`src/rtl/disp_scan_ctrl.sv`:
```
// Eight-digit seven-segment scan controller: sweeps the digit code 0..7 with an
// anti-ghosting blank gap and double-buffered frame data.
//
// state | meaning
// IDLE  | scan stopped, code parked at 0, outputs blanked
// SHOW  | current digit driven for CLK_DIV cycles
// BLANK | gap of BLANK_CYCLES cycles, code already on the next digit
module disp_scan_ctrl #(
  parameter int CLK_DIV      = 100000,
  parameter int BLANK_CYCLES = 4,
  parameter int CNT_W        = 17
) (
  input  logic        clk,
  input  logic        rst,
  input  logic        en,
  input  logic        load,
  input  logic [31:0] data_in,
  input  logic [7:0]  dp_in,
  input  logic [7:0]  mask_in,
  output logic [2:0]  code,
  output logic        digit_valid,
  output logic [3:0]  nibble,
  output logic        dp,
  output logic        frame_done,
  output logic        pending
);

  typedef enum logic [1:0] {
    IDLE  = 2'd0,
    SHOW  = 2'd1,
    BLANK = 2'd2
  } state_t;

  localparam logic [CNT_W-1:0] SHOW_LAST  = CNT_W'(CLK_DIV - 1);
  localparam logic [CNT_W-1:0] BLANK_LAST = CNT_W'(BLANK_CYCLES - 1);

  state_t           state_q, state_d;
  logic [CNT_W-1:0] presc_q, presc_d;
  logic [2:0]       code_q, code_d;
  logic             valid_q, valid_d;
  logic [3:0]       nib_q, nib_d;
  logic             dp_q, dp_d;
  logic             fd_q, fd_d;
  logic             pend_q, pend_d;
  logic [31:0]      act_data_q, act_data_d, pnd_data_q, pnd_data_d;
  logic [7:0]       act_dp_q, act_dp_d, pnd_dp_q, pnd_dp_d;
  logic [7:0]       act_mask_q, act_mask_d, pnd_mask_q, pnd_mask_d;
  logic             wrap;
  logic             direct_load;

  always_comb begin
    state_d     = state_q;
    presc_d     = presc_q;
    code_d      = code_q;
    wrap        = 1'b0;
    pend_d      = pend_q;
    act_data_d  = act_data_q;
    act_dp_d    = act_dp_q;
    act_mask_d  = act_mask_q;
    pnd_data_d  = pnd_data_q;
    pnd_dp_d    = pnd_dp_q;
    pnd_mask_d  = pnd_mask_q;
    direct_load = load && ((state_q == IDLE) || !en);

    case (state_q)
      IDLE: begin
        presc_d = '0;
        code_d  = '0;
        if (en) state_d = SHOW;
      end
      SHOW: begin
        if (!en) begin
          state_d = IDLE;
          presc_d = '0;
          code_d  = '0;
        end else if (presc_q == SHOW_LAST) begin
          presc_d = '0;
          code_d  = code_q + 3'd1;
          wrap    = (code_q == 3'd7);
          if (BLANK_CYCLES > 0) state_d = BLANK;
        end else begin
          presc_d = presc_q + CNT_W'(1);
        end
      end
      BLANK: begin
        if (!en) begin
          state_d = IDLE;
          presc_d = '0;
          code_d  = '0;
        end else if (presc_q == BLANK_LAST) begin
          presc_d = '0;
          state_d = SHOW;
        end else begin
          presc_d = presc_q + CNT_W'(1);
        end
      end
      default: begin
        state_d = IDLE;
        presc_d = '0;
        code_d  = '0;
      end
    endcase

    // Frame data only changes at a frame boundary while scanning; a stopped
    // scan takes loads straight into the active buffer.
    if (direct_load) begin
      act_data_d = data_in;
      act_dp_d   = dp_in;
      act_mask_d = mask_in;
      pend_d     = 1'b0;
    end else begin
      if ((wrap || ((state_q == IDLE) && en)) && pend_q) begin
        act_data_d = pnd_data_q;
        act_dp_d   = pnd_dp_q;
        act_mask_d = pnd_mask_q;
        pend_d     = 1'b0;
      end
      if (load) begin
        pnd_data_d = data_in;
        pnd_dp_d   = dp_in;
        pnd_mask_d = mask_in;
        pend_d     = 1'b1;
      end
    end

    fd_d    = wrap;
    valid_d = (state_d == SHOW) && act_mask_d[code_d];
    nib_d   = act_data_d[{code_d, 2'b00} +: 4];
    dp_d    = act_dp_d[code_d];
  end

  always_ff @(posedge clk) begin
    if (rst) begin
      state_q    <= IDLE;
      presc_q    <= '0;
      code_q     <= '0;
      valid_q    <= 1'b0;
      nib_q      <= '0;
      dp_q       <= 1'b0;
      fd_q       <= 1'b0;
      pend_q     <= 1'b0;
      act_data_q <= '0;
      act_dp_q   <= '0;
      act_mask_q <= '0;
      pnd_data_q <= '0;
      pnd_dp_q   <= '0;
      pnd_mask_q <= '0;
    end else begin
      state_q    <= state_d;
      presc_q    <= presc_d;
      code_q     <= code_d;
      valid_q    <= valid_d;
      nib_q      <= nib_d;
      dp_q       <= dp_d;
      fd_q       <= fd_d;
      pend_q     <= pend_d;
      act_data_q <= act_data_d;
      act_dp_q   <= act_dp_d;
      act_mask_q <= act_mask_d;
      pnd_data_q <= pnd_data_d;
      pnd_dp_q   <= pnd_dp_d;
      pnd_mask_q <= pnd_mask_d;
    end
  end

  assign code        = code_q;
  assign digit_valid = valid_q;
  assign nibble      = nib_q;
  assign dp          = dp_q;
  assign frame_done  = fd_q;
  assign pending     = pend_q;

endmodule

```
`config.mk`:
```
export PLATFORM = sky130hd
export DESIGN_NAME = disp_scan_ctrl
export DESIGN_NICKNAME = d
export VERILOG_FILES = /design/src/rtl/disp_scan_ctrl.sv
export SDC_FILE = /design/constraint.sdc
export NUM_CORES = 1
export LEC_CHECK = 0
export CAP_MARGIN = 10
export CORE_ASPECT_RATIO = 1.5
export CORE_MARGIN = 4
export CORE_UTILIZATION = 58
export CTS_BUF_LIST = sky130_fd_sc_hd__clkbuf_4 sky130_fd_sc_hd__clkbuf_8
export DETAILED_ROUTE_END_ITERATION = 7
export GPL_TIMING_DRIVEN = 0
export HOLD_SLACK_MARGIN = 0.15
export MAX_ROUTING_LAYER = met4
export PLACE_DENSITY = 0.82
export RECOVER_POWER = 100
export REMOVE_ABC_BUFFERS = 1
export SETUP_SLACK_MARGIN = 0.4
export SLEW_MARGIN = 20
export SYNTH_ARGS = -nofsm -noshare
export SYNTH_HDL_FRONTEND = slang
export SYNTH_SLANG_ARGS = --single-unit
```
`constraint.sdc`:
```
create_clock -name clk -period 3.3 [get_ports clk]
set_input_delay 0.66 -clock clk [delete_from_list [all_inputs] [get_ports clk]]
set_output_delay 0.66 -clock clk [all_outputs]
set_load 0.03 [all_outputs]
```
=== Word-level counts from Yosys, hierarchy flattened ===
Cells that the tools add are included.

* Bitwise operators: 1
* Shift operators: 1
* Reduce and logical (&&, ||, !) cells: 11
* Equal/unequal tests: 6
* Add/subtract/negate cells: 2
* Muxes and demuxes: 30
* Magnitude comparators: 1

{| class="wikitable"
|+ Operator list
! kind !! count
|-
| 17-bit two-way mux || 4
|-
| 32-bit two-way mux || 2
|-
| 17-bit case mux with 2 select lines || 1
|-
| 8-bit two-way mux || 4
|-
| 32-bit by 6-bit variable part select with 4-bit output || 1
|-
| 17-bit by 1-bit adder with 17-bit output, second input constant || 1
|-
| 17-bit equality test, second input constant || 1
|-
| 17-bit by 2-bit equality test with 1-bit output, second input constant || 1
|-
| 2-bit two-way mux || 5
|-
| 3-bit two-way mux || 3
|-
| 1-bit two-way mux || 7
|-
| 1-bit binary-select mux with 3-bit select || 2
|-
| 2-bit case mux with 3 select lines || 1
|-
| 3-bit case mux with 2 select lines || 1
|-
| 2-bit by 1-bit equality test with 1-bit output, second input constant || 2
|-
| 1-bit logical AND || 4
|-
| 3-bit by 4-bit < comparator with 1-bit output, second input constant || 1
|-
| 3-bit by 1-bit adder with 3-bit output, second input constant || 1
|-
| 3-bit equality test, second input constant || 1
|-
| 2-bit equality test, second input constant || 1
|-
| 2-bit zero test || 1
|-
| 1-bit logical OR || 2
|-
| 2-bit AND reduction || 1
|-
| 2-bit nonzero test || 1
|-
| other kinds (3) || 3
|}

* Output and inout bits: 11
* Bits in registers: 126
* Bits of input ports: 52

=== Logic depth before layout (Yosys ltp) ===
Gate-level depths: netlist (run 1).

* Depth in word-level cells: 11
* Depth in mapped cells: 12
* Gate-level depth less buffers: 10

=== Worst setup path after synthesis (run 1) ===
No wires, ideal clock.

* Kind: input port to flip-flop
* From: input port en
* To: register nib_q[2], in the netlist nibble[2]
* Setup slack: 0.862 ns
* Data arrival time: 2.311 ns
* Stages on the path: 8
* Library setup time: 0.127 ns
* Path through: clkbuf_1 inv_1 o21ai_1 clkbuf_1 clkbuf_1 a31oi_1 a221oi_2 o22ai_1

* Word-level cells in the longest chain between the ends: 7

{| class="wikitable"
|+ RTL lines
! element !! line !! source
|-
| start, declared || 15 || <nowiki>input logic en,</nowiki>
|-
| 1-bit two-way mux || 72 || <nowiki>if (!en) begin</nowiki>
|-
| 1-bit two-way mux || 65 || <nowiki>case (state_q)</nowiki>
|-
| 1-bit logical OR || 112 || <nowiki>if ((wrap || ((state_q == IDLE) && en)) && pend_q) begin</nowiki>
|-
| 1-bit logical AND || 112 ||
|-
| 32-bit two-way mux || 112 ||
|-
| 32-bit two-way mux || 106 || <nowiki>if (direct_load) begin</nowiki>
|-
| 32-bit by 6-bit variable part select with 4-bit output * || 128 || <nowiki>nib_d = act_data_d[{code_d, 2'b00} +: 4];</nowiki>
|-
| end signal, assigned || 153 || <nowiki>nib_q <= nib_d;</nowiki>
|-
| end, declared || 41 || <nowiki>logic [3:0] nib_q, nib_d;</nowiki>
|}

Mark *: on every way between the ends. The rest lies on a longest branch, timed or not.
A chain may end at the register's enable or synchronous reset.

=== Final worst setup path (run 1) ===
* From: register presc_q[0]
* To: register valid_q, in the netlist digit_valid

* Word-level cells in the longest chain between the ends: 11

{| class="wikitable"
|+ RTL lines
! element !! line !! source
|-
| start, declared || 38 || <nowiki>logic [CNT_W-1:0] presc_q, presc_d;</nowiki>
|-
| start signal, assigned || 150 || <nowiki>presc_q <= presc_d;</nowiki>
|-
| 17-bit equality test || 76 || <nowiki>end else if (presc_q == SHOW_LAST) begin</nowiki>
|-
| 1-bit two-way mux || 76 ||
|-
| 1-bit two-way mux || 72 ||
|-
| 1-bit two-way mux || 65 ||
|-
| 1-bit logical OR || 112 ||
|-
| 1-bit logical AND || 112 ||
|-
| 8-bit two-way mux || 112 ||
|-
| 8-bit two-way mux || 106 ||
|-
| 1-bit binary-select mux with 3-bit select || 127 || <nowiki>valid_d = (state_d == SHOW) && act_mask_d[code_d];</nowiki>
|-
| 1-bit two-way mux (implied by the code) || 127 ||
|-
| 1-bit logical AND * || 127 ||
|-
| end signal, assigned || 152 || <nowiki>valid_q <= valid_d;</nowiki>
|-
| end, declared || 40 || <nowiki>logic valid_q, valid_d;</nowiki>
|}

Mark *: on every way between the ends. The rest lies on a longest branch, timed or not. The select of a mux whose other input is x is not followed.

==> run summary, run 1 <==
Synthesized area = 0.00575 mm^2
Worst-path clk slew = 0.06 ns
Max H-tree Level = 4
LEAKAGE = 0.00253 uW
Synth Register Bits = 126
Worst endpoint data arrival time = 3.28 ns
Core ar. = 0.00969 mm^2
Initial core utilization = 0.594
# nets final = 838
Die X = 89.3 um
Layout cells sized above 1 = 0.0962
Grt ovf = 0
WP data required = 3.62 ns
Worst VDD drop = 0.355 mV
Vias in the first global route = 5,308
Synth Flop Type = dfxtp_1
Total CTS buffers = 17
Cell Pwr Density = 483 mW/mm^2
Crit path kind = reg -> reg
Tot GR Track Use = 0.279
Slew Viols, Final = 0
TritonCTS clock tree = yes
Remaining routing DRC violations = 0
Slowest CP cell = dfxtp_1
First-pass GRT wire length = 24,900 um
Total power = 3380 uW
CP Capture Type = register
Max-capacitance violation count = 0
Crit Path Max Fanout = 12
Area Overhead vs Synth = 21.7%
Final instance area = 0.00700 mm^2
Port bufs = 62
Most common cell in the synthesized netlist = nand2_1
Hold violation count in the final report = 0
Final period util = 0.897
Std cell rows = 44
I/O pin total = 63
Post-synth ARST share = 0
Library cells used by synthesis = 50
Clock Tree Buf Depth = 2
Status = complete, no violations
Die area = 0.0116 mm^2
Worst Setup Start Kind = register
Max incr delay on CP = 0.37 ns
RSZ-0062 raised after global routing = false
Detailed-route via count = 5,583
Root buffer cell = clkbuf_8
Fmax achieved = 0.338 GHz
Clk sinks = 126
Worst-skew pair later-pin latency = 0.43 ns
Wirelength, routed = 15,500 um
Yosys Warn Count = 0
Area leader, netlist = dfxtp_1
First DRT Iteration DRCs = 576
GP Congestion = 0.801
Vias per Instance = 6.17
Seq/Total Area, Yosys = 0.438
Synth Instances = 729
Top-area cell type share of the netlist area = 0.438
CP cell instances = ha_1 -> and4_1 -> and3_1 -> a32oi_1 -> buf_4 -> o21ai_0 -> a31oi_1 -> a22oi_1 -> a21boi_0 -> o211a_1
Post-DP HPWL = 9850 um
Initial antenna violation count = 0
Antenna Nets Post-Route = 0
Fin Clk Skew = 0.0104 ns
Setup violators final = 0
Relative slew margins = 0.354
Placed Area = 0.00647 mm^2
Worst-Margin Slew = 0.968 ns
Die height = 130 um
Avg Inst Size Synth = 7.89 um^2
Most common library cells after synthesis = nand2_1, dfxtp_1, nor2_1, a21oi_1, a31oi_1
Top cells by area, synth = dfxtp_1, nand2_1, a31oi_1
CTS Hold Bufs = 0
Avg WL per Cell = 17.2 um
Router iterations before antenna repair = 5
Worst Hold Class = reg -> reg
Ant diodes = 0
Pin count of the biggest net entering global routing = 77
Post-synth EDFFs = 0
Tmin final = 2.96 ns
path summary, 6_finish.rpt:
| path | slack [ns] | from | cells after the start | end |
|---|---|---|---|---|
| hold reg to reg | 0.46 | pnd_mask_q[3] | 2 | pnd_mask_q[3] |
| setup / recovery | 0.34 | presc_q[0] | 10 | digit_valid |
| hold / removal | 0.46 | pnd_mask_q[3] | 2 | pnd_mask_q[3] |
| setup reg to reg | 0.34 | presc_q[0] | 10 | digit_valid |
kinds of logic (layout without fill, tap and decap cells):
kind of cell	count (synthesis)	after routing	synth area share
AOI/OAI and AO/OA	175	177	0.201
xor gates and xnor gates	15	15	0.0228
adders and majority gates	7	7	0.0152
buffers and inverters	65	123	0.0511
DFF	126	126	0.438
and+or+nand+nor	341	342	0.272
power breakdown:
group	switching [uW]	internal, uW	leakage [uW]
logic	232	188	0.00130
clock network	572	777	0.000208
registers	24.1	1590	0.00103
per-layer routing:
metal | up-vias | part of all wire | wire (um) | global-route usage
li1 | 2612 | - | - | -
met1 | 2642 | 0.38 | 5950 | 0.322
met2 | 283 | 0.51 | 7940 | 0.456
met3 | 46 | 0.076 | 1190 | 0.0663
met4 | 0 | 0.030 | 466 | 0.122
met5 | - | 0 | 0 | -
metrics by stage:
stage	TNS, ns	util	setup WS (ns)	instances	hold slack (ns)
after floorplan	-84.05	-	-1.53	673	0.430
after global placement	-362.22	0.646	-3.93	850	0.440
after detailed placement	-17.58	0.668	-0.994	862	0.447
after CTS	0	0.720	0.411	896	0.458
after global routing	0	0.722	0.208	905	0.469
final	0	0.722	0.339	905	0.458
final cells by class:
| cell class | count | area, um^2 |
|---|---|---|
| multi-input cells | 541 | 3000 |
| fillers | 730 | 2690 |
| flip-flops and latches | 126 | 2520 |
| repair buffers | 84 | 895 |
| clock buffers | 24 | 318 |
| well taps | 115 | 144 |
| clock inverters | 6 | 82.6 |
| inverters | 9 | 33.8 |
cells in the final DEF, fill, tap and decap left out, drive strengths merged, types with 3 or more instances in the layout:
master         count
nand3             39
nor2              75
a22oi              4
o21ai             33
clkinv             3
o22ai              5
clkdlybuf4s50     49
nand2            148
clkbuf            30
a22o              10
inv                9
nor2b             49
dlygate4sd3       11
dfxtp            126
ha                 7
xor2               9
and3              10
nor4               4
xnor2              6
a31oi             49
nor3               4
a21oi             54
a221oi            10
buf               17
sequential cells by signal (all words and copies together), names as in the netlist:
register     cells
pnd_dp_q         8
pending          1
dp               1
frame_done       1
act_mask_q       8
code             3
pnd_data_q      32
state_q          2
act_dp_q         8
act_data_q      32
digit_valid      1
nibble           4
pnd_mask_q       8
presc_q         17
worst max-delay path, delay by kind of cell (launching register included):
kind / cells / cell delay, ns
AOI/OAI and AO/OA: 6 / 1.37
adders and majority gates: 1 / 0.22
buffers and inverters: 1 / 0.23
DFF: 1 / 0.37
and+or+nand+nor: 2 / 0.64
repair_timing:
item	in CTS	in global routing
gates resized for setup	10	3
setup endpoints to repair	27	19
cloned	1	2
buffers inserted	3	7
pin swaps	1	5
No activity file was read; power rests on OpenSTA's default activity.
==> inputs of run 2 (changes only) <==
--- a/config.mk
+++ b/config.mk
@@ -13,7 +13,6 @@
 export DETAILED_ROUTE_END_ITERATION = 7
 export GPL_TIMING_DRIVEN = 0
 export HOLD_SLACK_MARGIN = 0.15
-export MAX_ROUTING_LAYER = met4
 export PLACE_DENSITY = 0.82
 export RECOVER_POWER = 100
 export REMOVE_ABC_BUFFERS = 1
==> run 2 against run 1 <==
  * Register-to-register slack worse by 0.02 ns
  * Sequential share of layout area hardly changed
  * Core utilization is 0.090 points higher
  * Clock skew is 0.0018 ns lower
  * Wire length is 1.0% higher
  * Fmax is 0.59% lower
  * Die area stayed put
  * Critical path depth stayed put
==> run summary, run 2 (synthesis results as in run 1) <==
Status = complete, no violations
Cell Pwr Density = 483 mW/mm^2
Crit path kind = reg -> reg
# nets final = 839
WP data required = 3.67 ns
Total CTS buffers = 17
Fin Clk Skew = 0.00866 ns
Ant diodes = 0
Layout cells sized above 1 = 0.0986
Worst-Margin Slew = 0.784 ns
Vias per Instance = 6.14
Crit Path Max Fanout = 15
Avg WL per Cell = 17.3 um
Antenna Nets Post-Route = 0
Worst Setup Start Kind = register
Relative slew margins = 0.476
Initial antenna violation count = 0
Die height = 130 um
Vias in the first global route = 5,323
Final period util = 0.903
Pin count of the biggest net entering global routing = 77
Clock Tree Buf Depth = 2
Clk sinks = 126
Wirelength, routed = 15,700 um
Tot GR Track Use = 0.271
Worst-skew pair later-pin latency = 0.44 ns
Worst VDD drop = 0.356 mV
Max H-tree Level = 4
Post-DP HPWL = 9850 um
Slew Viols, Final = 0
Die area = 0.0116 mm^2
Worst-path clk slew = 0.07 ns
Port bufs = 62
Most common cell after layout, fill and taps aside = nand2_1
Commonest cells after routing, fill and taps aside = nand2_1, dfxtp_1, nor2_1
Fmax achieved = 0.336 GHz
GP Congestion = 0.790
Remaining routing DRC violations = 0
First-pass GRT wire length = 24,800 um
Final instance area = 0.00701 mm^2
Setup violators final = 0
Router iterations before antenna repair = 8
Biggest regs = act_data_q x32, pnd_data_q x32, presc_q x17
I/O pin total = 63
Sum of negative setup slack = 0 ns
Core ar. = 0.00969 mm^2
First DRT Iteration DRCs = 730
CP Capture Type = register
Std cell rows = 44
Max-capacitance violation count = 0
Tmin final = 2.98 ns
Worst endpoint data arrival time = 3.35 ns
Grt ovf = 0
Worst Hold Class = reg -> reg
Hold violation count in the final report = 0
Initial core utilization = 0.594
RSZ-0062 raised after global routing = false
Placed Area = 0.00647 mm^2
TritonCTS clock tree = yes
Root buffer cell = clkbuf_8
LEAKAGE = 0.00253 uW
Detailed-route via count = 5,567
Die X = 89.3 um
Area Overhead vs Synth = 21.8%
## run 2: cell count changes in the layout (fill, tap and decap cells not counted)
cell / before / now
buf_4: 8 / 9
clkinvlp_4: 1 / 2
clkbuf_4: 5 / 4
clkinvlp_2: 0 / 1
inv_1: 9 / 8
## run 2: final timing paths
| path | startpoint | end | slack, ns | cells after the start |
|---|---|---|---|---|
| hold / removal | pnd_dp_q[5] | pnd_dp_q[5] | 0.46 | 2 |
| setup / recovery | presc_q[0] | nibble[3] | 0.32 | 10 |
| hold reg to reg | pnd_dp_q[5] | pnd_dp_q[5] | 0.46 | 2 |
| setup reg to reg | presc_q[0] | nibble[3] | 0.32 | 10 |
## run 2: layout make-up
type	count	area (um^2)
clock buffers	24	318
fillers	729	2680
repair buffers	84	895
repair inverters	1	5.00
flip-flops and latches	126	2520
inverters	9	37.5
multi-input cells	541	3000
clock inverters	6	82.6
well taps	115	144
## run 2: what timing repair did
action / CTS / global route
hold buffers: 0 / 0
setup endpoints to repair: 27 / 19
pin swaps: 1 / 5
resized for setup: 10 / 4
setup buffers: 3 / 7
cloned: 1 / 3
## run 2: report_power, final
| group | switching [uW] | leakage (uW) | internal [uW] |
|---|---|---|---|
| Combinational | 233 | 0.00130 | 188 |
| Sequential | 24.2 | 0.00103 | 1590 |
| Clock | 573 | 0.000208 | 776 |
| Total | 830 | 0.00253 | 2550 |
## run 2: metal layers
metal / share of wire / track usage / vias to the layer above / wire (um)
met5: 0 / 0 / - / 0
met4: 0.031 / 0.128 / 0 / 492
met3: 0.079 / 0.0701 / 45 / 1240
met2: 0.51 / 0.456 / 273 / 8030
met1: 0.38 / 0.316 / 2637 / 5940
li1: - / - / 2612 / -
## run 2: critical path, cell delays in order (launching register included)
cell and delay [ns]:
dfxtp_1 0.37, ha_1 0.22, and4_1 0.28, and3_1 0.38
a32oi_1 0.25, buf_6 0.22, nor2_2 0.50, nand2_1 0.13
a31oi_1 0.25, a221oi_1 0.16, o22ai_1 0.16
## run 2: through the flow
stage | cells | setup WS, ns | hold slack (ns) | utilization | power (uW)
2_1_floorplan | 673 | -1.53 | 0.430 | - | 1860
5_1_grt | 906 | 0.218 | 0.469 | 0.723 | 3510
4_1_cts | 896 | 0.411 | 0.458 | 0.720 | 3380
6_report | 906 | 0.321 | 0.460 | 0.723 | 3380
3_5_place_dp | 862 | -0.994 | 0.447 | 0.668 | 2040
3_3_place_gp | 850 | -3.93 | 0.440 | 0.646 | 2010
==> inputs of run 3 (changes only) <==
--- a/config.mk
+++ b/config.mk
@@ -7,7 +7,6 @@
 export LEC_CHECK = 0
 export CAP_MARGIN = 10
 export CORE_ASPECT_RATIO = 1.5
-export CORE_MARGIN = 4
 export CORE_UTILIZATION = 58
 export CTS_BUF_LIST = sky130_fd_sc_hd__clkbuf_4 sky130_fd_sc_hd__clkbuf_8
 export DETAILED_ROUTE_END_ITERATION = 7
==> run 3 against run 2 <==
  * Die area down 11%
  * Final cell count unchanged
  * Wire length down 1.3%
  * Critical path type unchanged
  * Core utilization rose by 1.1 points
  * Combinational power about the same
  * Count of clock-buffer cells in the layout down 2
==> run summary, run 3 (synthesis results as in run 1) <==
Crit path kind = reg -> reg
Router iterations before antenna repair = 6
Status = complete, no violations
Remaining routing DRC violations = 0
Top delay family on crit path = compound AO/OA/AOI/OAI gates
Worst endpoint data arrival time = 3.30 ns
RSZ-0062 raised after global routing = false
Max incr delay on CP = 0.38 ns
Detailed-route via count = 5,562
Setup violators final = 0
Pin count of the biggest net entering global routing = 72
CP Capture Type = register
Die height = 124 um
TritonCTS clock tree = yes
Worst-Margin Slew = 0.933 ns
CP cell instances = ha_1 -> and4_1 -> and3_1 -> a32oi_1 -> buf_4 -> o21ai_0 -> a31oi_1 -> a22o_1 -> a221oi_1 -> o22ai_1
First DRT Iteration DRCs = 595
Hold violation count in the final report = 0
Commonest cells after routing, fill and taps aside = nand2_1, dfxtp_1, nor2_1
Reg2Reg Depth = 10
Grt ovf = 0
Worst Hold Class = reg -> reg
Fmax achieved = 0.335 GHz
LEAKAGE = 0.00256 uW
CP Buf/Inv Count = 1
# nets final = 837
Wirelength, routed = 15,500 um
WP data required = 3.62 ns
GP Congestion = 0.849
Setup WS pre-CTS = -0.581 ns
First-pass GRT wire length = 24,300 um
Final period util = 0.904
Std cell rows = 44
Cell Pwr Density = 530 mW/mm^2
Final worst slack = 0.318 ns
# fillers = 693
Die area = 0.0103 mm^2
Core ar. = 0.00963 mm^2
Die X = 83.3 um
I/O pin total = 63
Worst-path clk slew = 0.07 ns
Fin Clk Skew = 0.00946 ns
Port bufs = 62
Final instance area = 0.00707 mm^2
WHS = 0.458 ns
Placed Area = 0.00648 mm^2
Hold depth = 2
Biggest regs = act_data_q x32, pnd_data_q x32, presc_q x17
Slew Viols, Final = 0
Worst-skew pair later-pin latency = 0.44 ns
Layout cells sized above 1 = 0.0910
Area Overhead vs Synth = 23.0%
Slowest CP cell = and3_1
Relative slew margins = 0.377
Most common cell after layout, fill and taps aside = nand2_1
Tot GR Track Use = 0.299
Clock Tree Buf Depth = 2
Number of cells on the critical path = 10
CTS Hold Bufs = 0
Avg WL per Cell = 17.1 um
R2R setup slack = 0.32 ns
Vias per Instance = 6.14
Tmin final = 2.98 ns
Initial core utilization = 0.597
Antenna Nets Post-Route = 0
Total CTS buffers = 17
Crit Path Max Fanout = 14
Max-capacitance violation count = 0
Ant diodes = 0
Vias in the first global route = 5,241
Worst VDD drop = 0.363 mV
Initial antenna violation count = 0
Post-DP HPWL = 9380 um
Worst Setup Start Kind = register
Root buffer cell = clkbuf_8
Max H-tree Level = 4
Clk sinks = 126
run 3: cell count changes in the layout (fill, tap and decap cells not counted), moves of 2 or more:
cell,before,now
clkbuf_1,3,7
buf_4,9,5
clkbuf_4,4,2
bufinv_16,2,7
clkinv_2,3,1
clkbuf_8,22,20
run 3: area by class of cell:
cell class / count / area [um^2] / area share
Clock inverter: 10 / 231 / 0.0327
Clock buffer: 22 / 290 / 0.0410
Multi-Input combinational cell: 541 / 2980 / 0.422
Inverter: 9 / 37.5 / 0.00531
Tap cell: 115 / 144 / 0.0203
Timing Repair Buffer: 82 / 856 / 0.121
Sequential cell: 126 / 2520 / 0.357
Timing Repair inverter: 1 / 7.51 / 0.00106
run 3: worst paths after layout:
path / from / endpoint
max: presc_q[0] / nibble[1]
min: pnd_mask_q[5] / pnd_mask_q[5]
max reg2reg: presc_q[0] / nibble[1]
min reg2reg: pnd_mask_q[5] / pnd_mask_q[5]
run 3: power breakdown:
| group | leakage [uW] | total, uW | internal (uW) | switching, uW |
|---|---|---|---|---|
| logic | 0.00127 | 418 | 184 | 234 |
| clock network | 0.000260 | 1720 | 1130 | 590 |
| registers | 0.00103 | 1610 | 1590 | 24.7 |
run 3: layer usage:
metal | vias to the layer above | share of wire | track usage
met1 | 2668 | 0.39 | 0.339
met5 | - | 0 | 0
met4 | 0 | 0.044 | 0.172
met2 | 239 | 0.50 | 0.518
li1 | 2604 | - | -
met3 | 51 | 0.068 | 0.0696
run 3: metrics by stage:
step / util / std cells / setup TNS [ns] / power [uW]
final: 0.734 / 906 / 0 / 3750
after global placement: 0.649 / 850 / -363.05 / 2010
after floorplan: - / 673 / -84.05 / 1860
after detailed placement: 0.672 / 862 / -7.57 / 2040
after global routing: 0.734 / 906 / 0 / 3870
after CTS: 0.737 / 898 / 0 / 3760
run 3: worst reg2reg max path, stage by stage (launching register included):
cell and delay [ns]:
dfxtp_1 0.37, ha_1 0.23, and4_1 0.28, and3_1 0.38, a32oi_1 0.22, buf_4 0.23, o21ai_0 0.26, a31oi_1 0.18
a22o_1 0.20, a221oi_1 0.37, o22ai_1 0.13
run 3: repair_timing:
| action | 4_1_cts | 5_1_grt |
|---|---|---|
| resized for setup | 10 | 2 |
| setup buffers | 2 | 6 |
| setup endpoints to repair | 27 | 6 |
| pin swaps | 3 | 3 |
| gates cloned | 2 | 2 |
